`src/rtl/spi_master_fifo.sv`:
```
// SPI master with TX/RX FIFOs on the 8-bit I/O bus.
// Four SPI modes, bit order, divider, chip selects, card detect.
module spi_master_fifo #(
  parameter int         FIFO_DEPTH = 4,
  parameter int         NUM_CS     = 2,
  parameter logic [7:0] DIV_RESET  = 8'd63
) (
  input  logic              clk,
  input  logic              reset,
  input  logic              sel,
  input  logic              wr,
  input  logic              rd,
  input  logic [1:0]        addr,
  input  logic [7:0]        wdata,
  output logic [7:0]        rdata,
  output logic              irq,
  output logic [NUM_CS-1:0] cs_n,
  output logic              sclk,
  output logic              mosi,
  input  logic              miso,
  input  logic              card_det_n
);

  localparam int AW = (FIFO_DEPTH > 1) ? $clog2(FIFO_DEPTH) : 1;
  localparam int CW = AW + 1;
  localparam logic [AW:0] FULL = CW'(FIFO_DEPTH);

  typedef enum logic [1:0] {IDLE, LOAD, SHIFT, GAP} state_t;
  state_t state, state_d;

  logic [7:0]    ctrl, div;
  logic [7:0]    tx_mem [FIFO_DEPTH];
  logic [7:0]    rx_mem [FIFO_DEPTH];
  logic [AW-1:0] tx_wp, tx_rp, rx_wp, rx_rp;
  logic [AW:0]   tx_cnt, rx_cnt;
  logic [7:0]    sh_tx, sh_rx, tmr, ldiv;
  logic [3:0]    ecnt;
  logic          lcpol, lcpha, llsb;
  logic          done, card_chg, rx_ovf;
  logic          cd_s1, cd_s2, cd_prev;

  logic       wr_en, rd_en, hit, odd, samp, shout;
  logic       tx_full, tx_empty, rx_full, rx_empty;
  logic       tx_push, tx_pop, rx_push, rx_pop, rx_ok;
  logic       busy, cur_bit, first;
  logic [2:0] w1c;
  logic [7:0] status, ld, ld_shift, sh_next, rx_in;

  assign wr_en    = sel & wr;
  assign rd_en    = sel & rd;
  assign tx_full  = tx_cnt == FULL;
  assign tx_empty = tx_cnt == '0;
  assign rx_full  = rx_cnt == FULL;
  assign rx_empty = rx_cnt == '0;
  assign tx_push  = wr_en && addr == 2'd2 && !tx_full;
  assign rx_pop   = rd_en && addr == 2'd2 && !rx_empty;
  assign rx_ok    = rx_push && !rx_full;
  assign w1c      = (wr_en && addr == 2'd1) ? wdata[6:4] : 3'b000;
  assign busy     = (state != IDLE) || !tx_empty;

  assign status = {1'b0, rx_ovf, card_chg, done,
                   ~cd_s2, rx_empty, tx_full, busy};

  assign hit   = tmr == ldiv;
  assign odd   = ~ecnt[0];
  assign samp  = (state == SHIFT) && hit && (lcpha ? ~odd : odd);
  assign shout = (state == SHIFT) && hit &&
                 (lcpha ? odd : (~odd && ecnt != 4'd15));

  assign ld       = tx_mem[tx_rp];
  assign first    = ctrl[2] ? ld[0] : ld[7];
  assign ld_shift = ctrl[2] ? {1'b0, ld[7:1]} : {ld[6:0], 1'b0};
  assign cur_bit  = llsb ? sh_tx[0] : sh_tx[7];
  assign sh_next  = llsb ? {1'b0, sh_tx[7:1]} : {sh_tx[6:0], 1'b0};
  assign rx_in    = llsb ? {miso, sh_rx[7:1]} : {sh_rx[6:0], miso};

  always_comb begin
    cs_n = '1;
    for (int i = 0; i < NUM_CS; i++)
      cs_n[i] = ~(ctrl[3] && (ctrl[5:4] == 2'(i)));
  end

  always_ff @(posedge clk) begin
    if (reset) state <= IDLE;
    else       state <= state_d;
  end

  always_comb begin
    state_d = state;
    tx_pop  = 1'b0;
    rx_push = 1'b0;
    unique case (state)
      IDLE:  if (!tx_empty) state_d = LOAD;
      LOAD:  begin
        tx_pop  = 1'b1;
        state_d = SHIFT;
      end
      SHIFT: if (hit && ecnt == 4'd15) state_d = GAP;
      GAP:   if (hit) begin
        rx_push = 1'b1;
        state_d = tx_empty ? IDLE : LOAD;
      end
    endcase
  end

  always_ff @(posedge clk) begin
    if (reset) begin
      tx_mem <= '{default: '0};
      rx_mem <= '{default: '0};
      tx_wp  <= '0;
      tx_rp  <= '0;
      rx_wp  <= '0;
      rx_rp  <= '0;
      tx_cnt <= '0;
      rx_cnt <= '0;
    end else begin
      if (tx_push) begin
        tx_mem[tx_wp] <= wdata;
        tx_wp <= tx_wp + 1'b1;
      end
      if (tx_pop) tx_rp <= tx_rp + 1'b1;
      if (rx_ok) begin
        rx_mem[rx_wp] <= sh_rx;
        rx_wp <= rx_wp + 1'b1;
      end
      if (rx_pop) rx_rp <= rx_rp + 1'b1;
      tx_cnt <= tx_cnt + CW'(tx_push) - CW'(tx_pop);
      rx_cnt <= rx_cnt + CW'(rx_ok) - CW'(rx_pop);
    end
  end

  always_ff @(posedge clk) begin
    if (reset) begin
      ctrl     <= '0;
      div      <= DIV_RESET;
      done     <= 1'b0;
      card_chg <= 1'b0;
      rx_ovf   <= 1'b0;
      cd_s1    <= 1'b1;
      cd_s2    <= 1'b1;
      cd_prev  <= 1'b1;
      irq      <= 1'b0;
      rdata    <= '0;
    end else begin
      if (wr_en && addr == 2'd0) ctrl <= wdata;
      if (wr_en && addr == 2'd3) div  <= wdata;
      // set terms are OR-ed last so they beat a same-cycle clear
      done     <= (done & ~w1c[0]) | (rx_push & tx_empty);
      card_chg <= (card_chg & ~w1c[1]) | (cd_s2 != cd_prev);
      rx_ovf   <= (rx_ovf & ~w1c[2]) | (rx_push & rx_full);
      cd_s1    <= card_det_n;
      cd_s2    <= cd_s1;
      cd_prev  <= cd_s2;
      irq      <= (ctrl[6] & done) | (ctrl[7] & card_chg);
      if (rd_en) begin
        unique case (addr)
          2'd0: rdata <= ctrl;
          2'd1: rdata <= status;
          2'd2: rdata <= rx_empty ? 8'h00 : rx_mem[rx_rp];
          2'd3: rdata <= div;
        endcase
      end
    end
  end

  always_ff @(posedge clk) begin
    if (reset) begin
      sclk  <= 1'b0;
      mosi  <= 1'b1;
      sh_tx <= '0;
      sh_rx <= '0;
      tmr   <= '0;
      ldiv  <= '0;
      ecnt  <= '0;
      lcpol <= 1'b0;
      lcpha <= 1'b0;
      llsb  <= 1'b0;
    end else begin
      unique case (state)
        IDLE: sclk <= ctrl[1];
        LOAD: begin
          lcpha <= ctrl[0];
          lcpol <= ctrl[1];
          llsb  <= ctrl[2];
          ldiv  <= div;
          tmr   <= '0;
          ecnt  <= '0;
          sclk  <= ctrl[1];
          // CPHA=0 puts the first bit out before the leading edge
          if (!ctrl[0]) begin
            mosi  <= first;
            sh_tx <= ld_shift;
          end else begin
            sh_tx <= ld;
          end
        end
        SHIFT: begin
          tmr <= hit ? 8'd0 : tmr + 8'd1;
          if (hit) begin
            sclk <= ~sclk;
            ecnt <= ecnt + 4'd1;
          end
          if (samp) sh_rx <= rx_in;
          if (shout) begin
            mosi  <= cur_bit;
            sh_tx <= sh_next;
          end
        end
        GAP: begin
          sclk <= lcpol;
          tmr  <= hit ? 8'd0 : tmr + 8'd1;
          if (hit && tx_empty) mosi <= 1'b1;
        end
      endcase
    end
  end

endmodule

```
`config.mk`:
```
export PLATFORM = sky130hd
export DESIGN_NAME = spi_master_fifo
export DESIGN_NICKNAME = d
export VERILOG_FILES = /design/src/rtl/spi_master_fifo.sv
export SDC_FILE = /design/constraint.sdc
export NUM_CORES = 1
export LEC_CHECK = 0
export ABC_AREA = 0
export ABC_CLOCK_PERIOD_IN_PS = 6050
export BUFFER_PORTS_ARGS = -buffer_cell sky130_fd_sc_hd__buf_2
export CORE_MARGIN = 4
export CORE_UTILIZATION = 40
export CTS_BUF_LIST = sky130_fd_sc_hd__clkbuf_4 sky130_fd_sc_hd__clkbuf_8 sky130_fd_sc_hd__clkbuf_16
export DETAILED_ROUTE_END_ITERATION = 6
export PLACE_DENSITY = 0.53
export SLEW_MARGIN = 20
export SYNTH_ARGS = -nofsm -noshare
export SYNTH_HDL_FRONTEND = slang
export SYNTH_SLANG_ARGS = --single-unit
```
`constraint.sdc`:
```
create_clock -name clk -period 6.05 [get_ports clk]
set_input_delay 0.3025 -clock clk [delete_from_list [all_inputs] [get_ports clk]]
set_output_delay 0.3025 -clock clk [all_outputs]
set_load 0.02 [all_outputs]
```
==> results.py, run 1 <==
metrics = {
    "yosys": {
        "synthCells": 756,
        "yosys_warnings": 0,
        "syn_area_per_cell_um2": 9.34,
        "synth_flop_cell": "dfxtp_1",
        "ys_types": 56,
        "syn-num-nets": 794,
        "syn_area_mm2": 0.00706,
        "ys_ff_latch": 152,
        "yosysSeqAreaShare": 0.431,
        "async_flop_share": 0,
        "synth_edf_count": 0,
    },
    "timing": {
        "period_minus_slack_ns": 3.06,
        "max_slew_margin": 0.304,
        "rsz0062_at_grt": "false",
        "post-route-period-util": 0.506,
        "finalClockSkew_ns": 0.00556,
        "tns_ns": 0,
        "fmax_mhz": 327,
        "finalSetupViolCount": 0,
        "finalWorstSetupSlack_ns": 2.99,
        "tightest_slew_ns": 1.04,
        "drv_slew": 0,
        "hold_viol": 0,
    },
    "worst_setup_path": {
        "rr_endpoint": "rx_cnt[2]",
        "endpoint": "rx_cnt[2]",
        "startpoint_type": "register",
        "cp.required_ns": 6.33,
        "endpoint_kind": "register",
        "cp-startpoint": "state[1]",
        "rr_worst_depth": 12,
        "reg2reg_slack_ns": 2.99,
        "path_max_fanout": 7,
        "timing.rr.start": "state[1]",
        "critPathKind": "reg2reg",
        "worstPathArrival_ns": 3.33,
    },
    "outcome": {
        "status": "complete, no violations",
    },
    "placed_design": {
        "place_ws_ns": 3.04,
        "dp_hpwl_mm": 12.2,
        "gp_congestion": 0.845,
        "port_buffers": 29,
        "place_inst": 969,
    },
    "clock_network": {
        "numCtsBuffers": 17,
        "cts_resized": 0,
        "path_clk_slew_ns": 0.06,
        "cts_sinks": 152,
        "clock-root-buffer": "clkbuf_16",
        "post_cts_buffers": 0,
        "hold_buffers": 0,
        "clock_latency_ns": 0.41,
        "cts_tree": "yes",
        "cts_buffer_depth": 2,
        "h-tree-depth": 4,
    },
    "final_layout": {
        "seq_area_mm2": 0.00304,
        "antenna_cells": 0,
        "instances_no_fill": 1001,
        "area_growth_pct": 11.9,
        "post-route-util": 0.457,
        "nNetsFinal": 801,
        "layout_common_cells": "dfxtp_1, nor2_1, nand2_1",
        "multi_input_area_mm2": 0.00376,
        "nFillCells": 1663,
        "drive_gt1_frac": 0.133,
        "final_common_cell": "dfxtp_1",
    },
    "floorplan": {
        "ios": 30,
        "initial_core_util": 0.408,
        "die_w_um": 141,
        "die_y_um": 141,
        "die_area_mm2": 0.0198,
        "coreArea_mm2": 0.0173,
        "rows": 48,
    },
    "global_route": {
        "grt_util_all_layers": 0.180,
        "grt_pass1_vias": 5381,
        "overflow": 0,
        "grt_max_degree": 74,
        "grt_pass1_wl_mm": 28.6,
        "antenna_found_initial": 0,
    },
    "pwr": {
        "power_density_mw_per_mm2": 328,
        "power_mw": 2.59,
        "p_int_mw": 1.82,
        "p_switching_mw": 0.775,
        "ir_drop_uv": 184,
        "switching_share": 0.299,
        "p_clk_frac": 0.387,
        "seqPwrFrac": 0.431,
        "leakage_nw": 3.25,
        "p_comb_frac": 0.182,
    },
    "worst_hold_path": {
        "hold_class": "in2reg",
    },
    "detailed_routing": {
        "drtAntennaViolNets": 0,
        "routed_wl_mm": 17.4,
        "via_count": 5476,
        "drcViolationCount": 0,
        "vias_per_cell": 5.47,
        "avgRoutedWirePerCell_um": 17.4,
        "dr.pass1.iters": 5,
        "drtIter0Drc": 354,
    },
    "job": {
        "drv_cap": 0,
    },
}
cells in the mapped netlist (3+ instances only):
cell | count | area (um^2)
clkbuf_1 | 39 | 146
xor2_1 | 17 | 149
mux4_1 | 7 | 184
dfxtp_1 | 152 | 3040
inv_1 | 19 | 71.3
nand2_1 | 87 | 327
nor2_1 | 93 | 349
nand2b_1 | 5 | 31.3
a211oi_1 | 6 | 45.0
nor3_1 | 6 | 30.0
nand4_2 | 5 | 62.6
nand4b_1 | 3 | 26.3
o21ai_0 | 8 | 40.0
and3_1 | 4 | 25.0
a31oi_1 | 3 | 18.8
nor2b_1 | 8 | 50.1
nand3_1 | 34 | 170
a22o_1 | 7 | 61.3
o22ai_1 | 6 | 37.5
nand4_1 | 5 | 31.3
mux2i_1 | 68 | 681
or2_2 | 3 | 18.8
mux4_2 | 9 | 203
nand3b_1 | 7 | 52.6
ha_1 | 19 | 238
xnor2_1 | 9 | 78.8
mux2_2 | 14 | 158
a21oi_1 | 69 | 345
a221oi_1 | 9 | 78.8
sequential cells by signal, summed over array words and instances (netlist names), 3 cells and up:
| register | count |
|---|---|
| ecnt | 4 |
| sh_tx | 8 |
| rdata | 8 |
| sh_rx | 8 |
| ldiv | 8 |
| tx_cnt | 3 |
| tmr | 8 |
| tx_mem | 32 |
| rx_cnt | 3 |
| rx_mem | 32 |
| ctrl | 8 |
| div | 8 |
critical path, stage by stage (launching register included):
cell     delay [ns]
dfxtp_1        0.40
ha_1           0.32
inv_1          0.12
a21oi_1        0.44
and3_1         0.32
inv_1          0.06
ha_1           0.26
inv_1          0.04
ha_1           0.19
fa_1           0.38
xnor2_1        0.17
xnor2_1        0.14
nor2_1         0.05
power groups by stage:
stage / Sequential, mW / Clock [mW] / Combinational [mW]
2_1_floorplan: 1.12 / 0 / 0.385
3_3_place_gp: 1.14 / 0 / 0.459
3_5_place_dp: 1.14 / 0 / 0.470
4_1_cts: 1.12 / 1.03 / 0.473
5_1_grt: 1.13 / 1.08 / 0.524
6_report: 1.12 / 1.00 / 0.471
cell families after synthesis:
group                      count (synthesis)  synth area share
AOI/OAI and AO/OA                        123             0.107
adders and majority gates                 21            0.0393
muxes                                     98             0.173
buffers and inverters                     65            0.0376
DFF                                      152             0.431
xor gates and xnor gates                  26            0.0322
and+or+nand+nor                          271             0.179
per-stage QoR:
| step | instance area (um^2) | hold slack, ns |
|---|---|---|
| floorplan | 7060 | 0.389 |
| global placement | 7340 | 0.400 |
| detailed placement | 7340 | 0.398 |
| CTS | 7910 | 0.0618 |
| global route | 7910 | 0.0706 |
| finish | 7910 | 0.0782 |
routing by layer:
layer	vias up	routed length (um)	global-route usage
li1	2671	-	-
met5	-	0	0
met1	2656	7880	0.233
met4	0	489	0.0663
met3	32	682	0.0417
met2	117	8330	0.294
worst min path at each step:
stage / end / from / slack, ns / cells past startpoint
after global placement: cd_s2 / cd_s1 / 0.40 / 1
after global routing: cd_s1 / card_det_n / 0.07 / 2
after detailed placement: cd_s2 / cd_s1 / 0.40 / 1
after CTS: cd_s1 / card_det_n / 0.06 / 2
after floorplan: cd_s2 / cd_s1 / 0.39 / 1
final: cd_s1 / card_det_n / 0.08 / 2
cell type report:
type                    count  area share
multi-input cells         539       0.475
flip-flops and latches    152       0.385
clock buffers              18      0.0556
well taps                 225      0.0356
repair buffers             34      0.0234
clock inverters            14      0.0160
inverters                  19     0.00902
(Power assumes the default switching activity.)
==> run 2, diff against run 1 <==
--- a/config.mk
+++ b/config.mk
@@ -6,7 +6,7 @@
 export NUM_CORES = 1
 export LEC_CHECK = 0
 export ABC_AREA = 0
-export ABC_CLOCK_PERIOD_IN_PS = 6050
+export ABC_CLOCK_PERIOD_IN_PS = 3000
 export BUFFER_PORTS_ARGS = -buffer_cell sky130_fd_sc_hd__buf_2
 export CORE_MARGIN = 4
 export CORE_UTILIZATION = 40
==> constraint.sdc (replaced) <==
create_clock -name clk -period 3 [get_ports clk]
set_input_delay 0.15 -clock clk [delete_from_list [all_inputs] [get_ports clk]]
set_output_delay 0.15 -clock clk [all_outputs]
set_load 0.02 [all_outputs]
==> run 2 against run 1 <==
Against the previous run: final cell count rose by 0.60%; via count fell by 1.0%; first-iteration DRC count fell by 18%; sequential power rose by 100%; sequential cell count did not move; combinational power rose by 110%; worst hold slack got worse by 0.027 ns; non-clock buffer count rose by 6; register-to-register slack got worse by 2.6 ns.
==> results.py, run 2 (synthesized netlist as in run 1, its figures left out) <==
metrics = {
    "worst_setup_path": {
        "cp_slowest_cell": "dfxtp_1",
        "timing.rr.start": "tmr[0]",
        "path_cells": "xor2_1, nor4_2, and3_1, inv_1, ha_1, inv_1, ha_1, fa_1, xnor2_1, xnor2_1, nor2_1",
        "worstPathArrival_ns": 2.94,
        "path_max_fanout": 6,
        "endpoint_kind": "register",
        "reg2reg_slack_ns": 0.35,
        "critPathKind": "reg2reg",
        "rr_worst_depth": 11,
        "rr_endpoint": "rx_cnt[2]",
        "crit_path_max_incr_delay_ns": 0.46,
        "cp.required_ns": 3.30,
        "startpoint_type": "register",
    },
    "floorplan": {
        "die_w_um": 141,
        "die_y_um": 141,
        "die_area_mm2": 0.0198,
        "coreArea_mm2": 0.0173,
        "initial_core_util": 0.408,
        "ios": 30,
        "rows": 48,
    },
    "final_layout": {
        "post-route-util": 0.463,
        "top_regs": "rx_mem x32, tx_mem x32",
        "final_area_mm2": 0.00802,
        "seq_area_mm2": 0.00304,
        "nNetsFinal": 807,
        "antenna_cells": 0,
        "area_growth_pct": 13.5,
        "final_common_cell": "dfxtp_1",
        "nFillCells": 1657,
        "drive_gt1_frac": 0.138,
        "multi_input_area_mm2": 0.00376,
        "layout_common_cells": "dfxtp_1, nor2_1, nand2_1",
    },
    "timing": {
        "post-route-period-util": 0.882,
        "drv_slew": 0,
        "max_slew_margin": 0.392,
        "period_minus_slack_ns": 2.65,
        "holdWs_ns": 0.0507,
        "finalClockSkew_ns": 0.00753,
        "fmax_mhz": 378,
        "finalSetupViolCount": 0,
        "tns_ns": 0,
        "tightest_slew_ns": 0.906,
        "hold_viol": 0,
        "rsz0062_at_grt": "false",
    },
    "clock_network": {
        "cts_resized": 0,
        "numCtsBuffers": 17,
        "path_clk_slew_ns": 0.06,
        "h-tree-depth": 4,
        "cts_buffer_depth": 2,
        "post_cts_buffers": 0,
        "cts_tree": "yes",
        "clock_latency_ns": 0.42,
        "clock-root-buffer": "clkbuf_16",
        "hold_buffers": 1,
        "cts_sinks": 152,
    },
    "detailed_routing": {
        "drtIter0Drc": 291,
        "avgRoutedWirePerCell_um": 17.6,
        "drtAntennaViolNets": 0,
        "vias_per_cell": 5.38,
        "dr.pass1.iters": 5,
        "via_count": 5421,
        "routed_wl_mm": 17.8,
        "drcViolationCount": 0,
    },
    "worst_hold_path": {
        "hold_depth": 3,
        "hold_class": "in2reg",
        "hp-start": "wdata[2]",
        "whs_endpoint": "ctrl[2]",
    },
    "global_route": {
        "grt_max_degree": 59,
        "overflow": 0,
        "grt_pass1_wl_mm": 29.2,
        "met3_usage": 0.0397,
        "grt_pass1_vias": 5477,
        "use_met1": 0.237,
        "grt_util_all_layers": 0.185,
        "antenna_found_initial": 0,
        "grt.busiest_layer": "met2",
        "use_met2": 0.309,
    },
    "placed_design": {
        "port_buffers": 29,
        "place_area_mm2": 0.00738,
        "gp_congestion": 0.846,
        "dp_hpwl_mm": 12.4,
    },
    "job": {
        "drv_cap": 0,
    },
    "pwr": {
        "power_density_mw_per_mm2": 686,
        "power_mw": 5.50,
        "ir_drop_uv": 402,
        "leakage_nw": 3.30,
    },
    "outcome": {
        "status": "complete, no violations",
    },
}
==> run 2: worst max path at each step <==
stage / start / to / slack [ns] / depth (start not counted)
detailed placement: tmr[0] / rx_cnt[2] / 0.35 / 11
finish: tmr[0] / rx_cnt[2] / 0.35 / 11
global route: tmr[0] / rx_cnt[2] / 0.16 / 11
global placement: tmr[0] / rx_cnt[2] / 0.43 / 11
CTS: tmr[0] / rx_cnt[2] / 0.34 / 11
floorplan: tmr[0] / rx_cnt[2] / 0.28 / 12
==> run 2: layout make-up <==
type,instances,share of cell area
Sequential cell,152,0.380
Multi-Input combinational cell,539,0.469
Inverter,19,0.00890
Clock inverter,15,0.0254
Tap cell,225,0.0351
Timing Repair Buffer,40,0.0290
Clock buffer,17,0.0531
==> run 2: where the power goes <==
group / total (mW) / internal, mW / switching [mW]
sequential: 2.26 / 2.13 / 0.130
clock: 2.27 / 1.39 / 0.873
combinational: 0.973 / 0.382 / 0.591
==> run 2: worst max-delay path, delay by kind of cell, from the launching register on <==
family,cells,cell delay (ns)
adders and majority gates,3,0.84
and+or+nand+nor,3,0.67
DFF,1,0.46
xor gates and xnor gates,3,0.44
buffers and inverters,2,0.10
==> run 2: layer usage <==
layer | share of wire | routed length [um]
met1 | 0.46 | 8130
met2 | 0.49 | 8620
met3 | 0.036 | 640
met4 | 0.021 | 371
met5 | 0 | 0
==> run 2: per-stage QoR <==
step	setup slack, ns	std cells
2_1_floorplan	0.282	756
3_3_place_gp	0.435	974
3_5_place_dp	0.352	974
4_1_cts	0.337	1007
5_1_grt	0.159	1007
6_report	0.353	1007
==> run 3, diff against run 2 <==
--- a/config.mk
+++ b/config.mk
@@ -6,14 +6,16 @@
 export NUM_CORES = 1
 export LEC_CHECK = 0
 export ABC_AREA = 0
-export ABC_CLOCK_PERIOD_IN_PS = 3000
+export ABC_CLOCK_PERIOD_IN_PS = 2800
 export BUFFER_PORTS_ARGS = -buffer_cell sky130_fd_sc_hd__buf_2
 export CORE_MARGIN = 4
 export CORE_UTILIZATION = 40
 export CTS_BUF_LIST = sky130_fd_sc_hd__clkbuf_4 sky130_fd_sc_hd__clkbuf_8 sky130_fd_sc_hd__clkbuf_16
 export DETAILED_ROUTE_END_ITERATION = 6
 export PLACE_DENSITY = 0.53
+export SETUP_SLACK_MARGIN = 0.5
 export SLEW_MARGIN = 20
 export SYNTH_ARGS = -nofsm -noshare
 export SYNTH_HDL_FRONTEND = slang
 export SYNTH_SLANG_ARGS = --single-unit
+export TNS_END_PERCENT = 1
==> constraint.sdc (replaced) <==
create_clock -name clk -period 2.8 [get_ports clk]
set_input_delay 0.14 -clock clk [delete_from_list [all_inputs] [get_ports clk]]
set_output_delay 0.14 -clock clk [all_outputs]
set_load 0.02 [all_outputs]
==> run 3 against run 2 <==
Against the previous run: highest routed layer unchanged; combinational power grew 15%; final area rose by 0.66%; via count rose by 1.3%; critical path depth did not move; largest cell class unchanged; clock power about the same; die area unchanged; final cell count increased by 0.40%.
==> results.py, run 3 (synthesized netlist as in run 1, its figures left out) <==
metrics = {
    "global_route": {
        "overflow": 0,
        "grt_pass1_wl_mm": 29.5,
        "grt_max_degree": 62,
        "grt_pass1_vias": 5458,
        "grt_util_all_layers": 0.187,
        "antenna_found_initial": 0,
    },
    "floorplan": {
        "die_y_um": 141,
        "die_w_um": 141,
        "ios": 30,
        "rows": 48,
        "initial_core_util": 0.408,
        "coreArea_mm2": 0.0173,
        "die_area_mm2": 0.0198,
    },
    "worst_setup_path": {
        "critPathKind": "reg2reg",
        "timing.rr.start": "ldiv[6]",
        "worstPathArrival_ns": 2.64,
        "critical_path.top_delay_family": "adder cells",
        "reg2reg_slack_ns": 0.45,
        "path_depth": 11,
        "rr_worst_depth": 11,
        "crit_path_max_incr_delay_ns": 0.34,
        "path_cells": "xor2_1, nor4_2, and3_4, inv_2, ha_4, inv_2, ha_4, fa_2, xnor2_2, xnor2_1, nor2_1",
        "cp_slowest_cell": "fa_2",
        "cp.required_ns": 3.09,
        "rr_endpoint": "rx_cnt[2]",
        "path_max_fanout": 2,
        "startpoint_type": "register",
        "endpoint_kind": "register",
        "crit_buf_inv": 2,
    },
    "detailed_routing": {
        "routed_wl_mm": 17.9,
        "dr.pass1.iters": 5,
        "vias_per_cell": 5.43,
        "drtIter0Drc": 270,
        "drcViolationCount": 0,
        "drtAntennaViolNets": 0,
        "avgRoutedWirePerCell_um": 17.7,
        "via_count": 5491,
    },
    "final_layout": {
        "drive_gt1_frac": 0.156,
        "area_growth_pct": 14.3,
        "final_area_mm2": 0.00807,
        "post-route-util": 0.467,
        "antenna_cells": 0,
        "layout_common_cells": "dfxtp_1, nor2_1, nand2_1",
        "nNetsFinal": 811,
        "top_regs": "rx_mem x32, tx_mem x32",
        "instances_no_fill": 1011,
        "final_common_cell": "dfxtp_1",
    },
    "placed_design": {
        "place_area_mm2": 0.00745,
        "place_inst": 977,
        "gp_congestion": 0.834,
        "port_buffers": 29,
        "dp_hpwl_mm": 12.6,
        "place_ws_ns": 0.339,
    },
    "clock_network": {
        "clock-root-buffer": "clkbuf_16",
        "path_clk_slew_ns": 0.06,
        "h-tree-depth": 4,
        "numCtsBuffers": 17,
        "cts_buffer_depth": 2,
        "cts_tree": "yes",
        "clock_latency_ns": 0.42,
        "cts_sinks": 152,
    },
    "pwr": {
        "ir_drop_uv": 447,
        "power_mw": 5.80,
        "leakage_nw": 3.32,
        "power_density_mw_per_mm2": 719,
    },
    "worst_hold_path": {
        "hold_class": "in2reg",
        "hold_depth": 3,
        "hp-start": "wdata[2]",
        "whs_endpoint": "ctrl[2]",
    },
    "timing": {
        "max_slew_margin": 0.440,
        "tightest_slew_ns": 0.834,
        "tns_ns": 0,
        "holdWs_ns": 0.0385,
        "finalClockSkew_ns": 0.0101,
        "period_minus_slack_ns": 2.35,
        "post-route-period-util": 0.839,
        "fmax_mhz": 426,
        "drv_slew": 0,
        "hold_viol": 0,
        "finalWorstSetupSlack_ns": 0.451,
        "finalSetupViolCount": 0,
        "rsz0062_at_grt": "true",
    },
    "job": {
        "drv_cap": 0,
    },
    "outcome": {
        "status": "complete, no violations",
    },
}
[run 3: cell types whose count changed in the layout (fill, tap and decap cells not counted), moves of 3 or more]
cell,change
buf_4,+4
clkinv_4,-3
dfxtp_1,-3
clkbuf_8,+3
dfxtp_2,+3
[run 3: timing repair]
item,4_1_cts,5_1_grt
hold endpoints to repair,1,0
buffers inserted,1,0
hold buffers,1,0
setup endpoints to repair,2,24
pin swaps,5,0
gates resized for setup,2,0
[run 3: worst register-to-register path: cells and delay by family (launching register included)]
family,cells,cell delay [ns]
adders and majority gates,3,0.73
buffers and inverters,2,0.09
and+or+nand+nor,3,0.63
DFF,1,0.32
xor gates and xnor gates,3,0.45
[run 3: report_power, final]
part           switching, mW  total [mW]  leakage [nW]  internal (mW)
logic                  0.685        1.12          1.80          0.431
registers              0.113        2.39          1.23           2.28
clock network          0.901        2.29         0.293           1.39
total                   1.70        5.80          3.32           4.10
[run 3: cell type report]
cell class                 instances  area, um^2
fill                            1672        9230
timing repair buffer              44         263
tap                              225         282
inverter                          19        71.3
clock inverter                    11         121
sequential                       152        3050
multi-input combinational        539        3810
clock buffer                      21         474
[run 3: worst max path at each step]
stage / from / to / slack [ns]
3_5_place_dp: tmr[1] / rx_cnt[2] / 0.34
3_3_place_gp: tmr[1] / rx_cnt[2] / 0.38
2_1_floorplan: ldiv[7] / rx_cnt[2] / 0.17
5_1_grt: ldiv[6] / rx_cnt[2] / 0.31
6_report: ldiv[6] / rx_cnt[2] / 0.45
4_1_cts: ldiv[7] / rx_cnt[2] / 0.43
[run 3: routing by layer]
metal  part of all wire  vias up  global-route usage
li1                   -     2703                   -
met1               0.46     2654               0.245
met2               0.48      101               0.308
met3              0.033       33              0.0356
met4              0.024        0              0.0704
met5                  0        -                   0
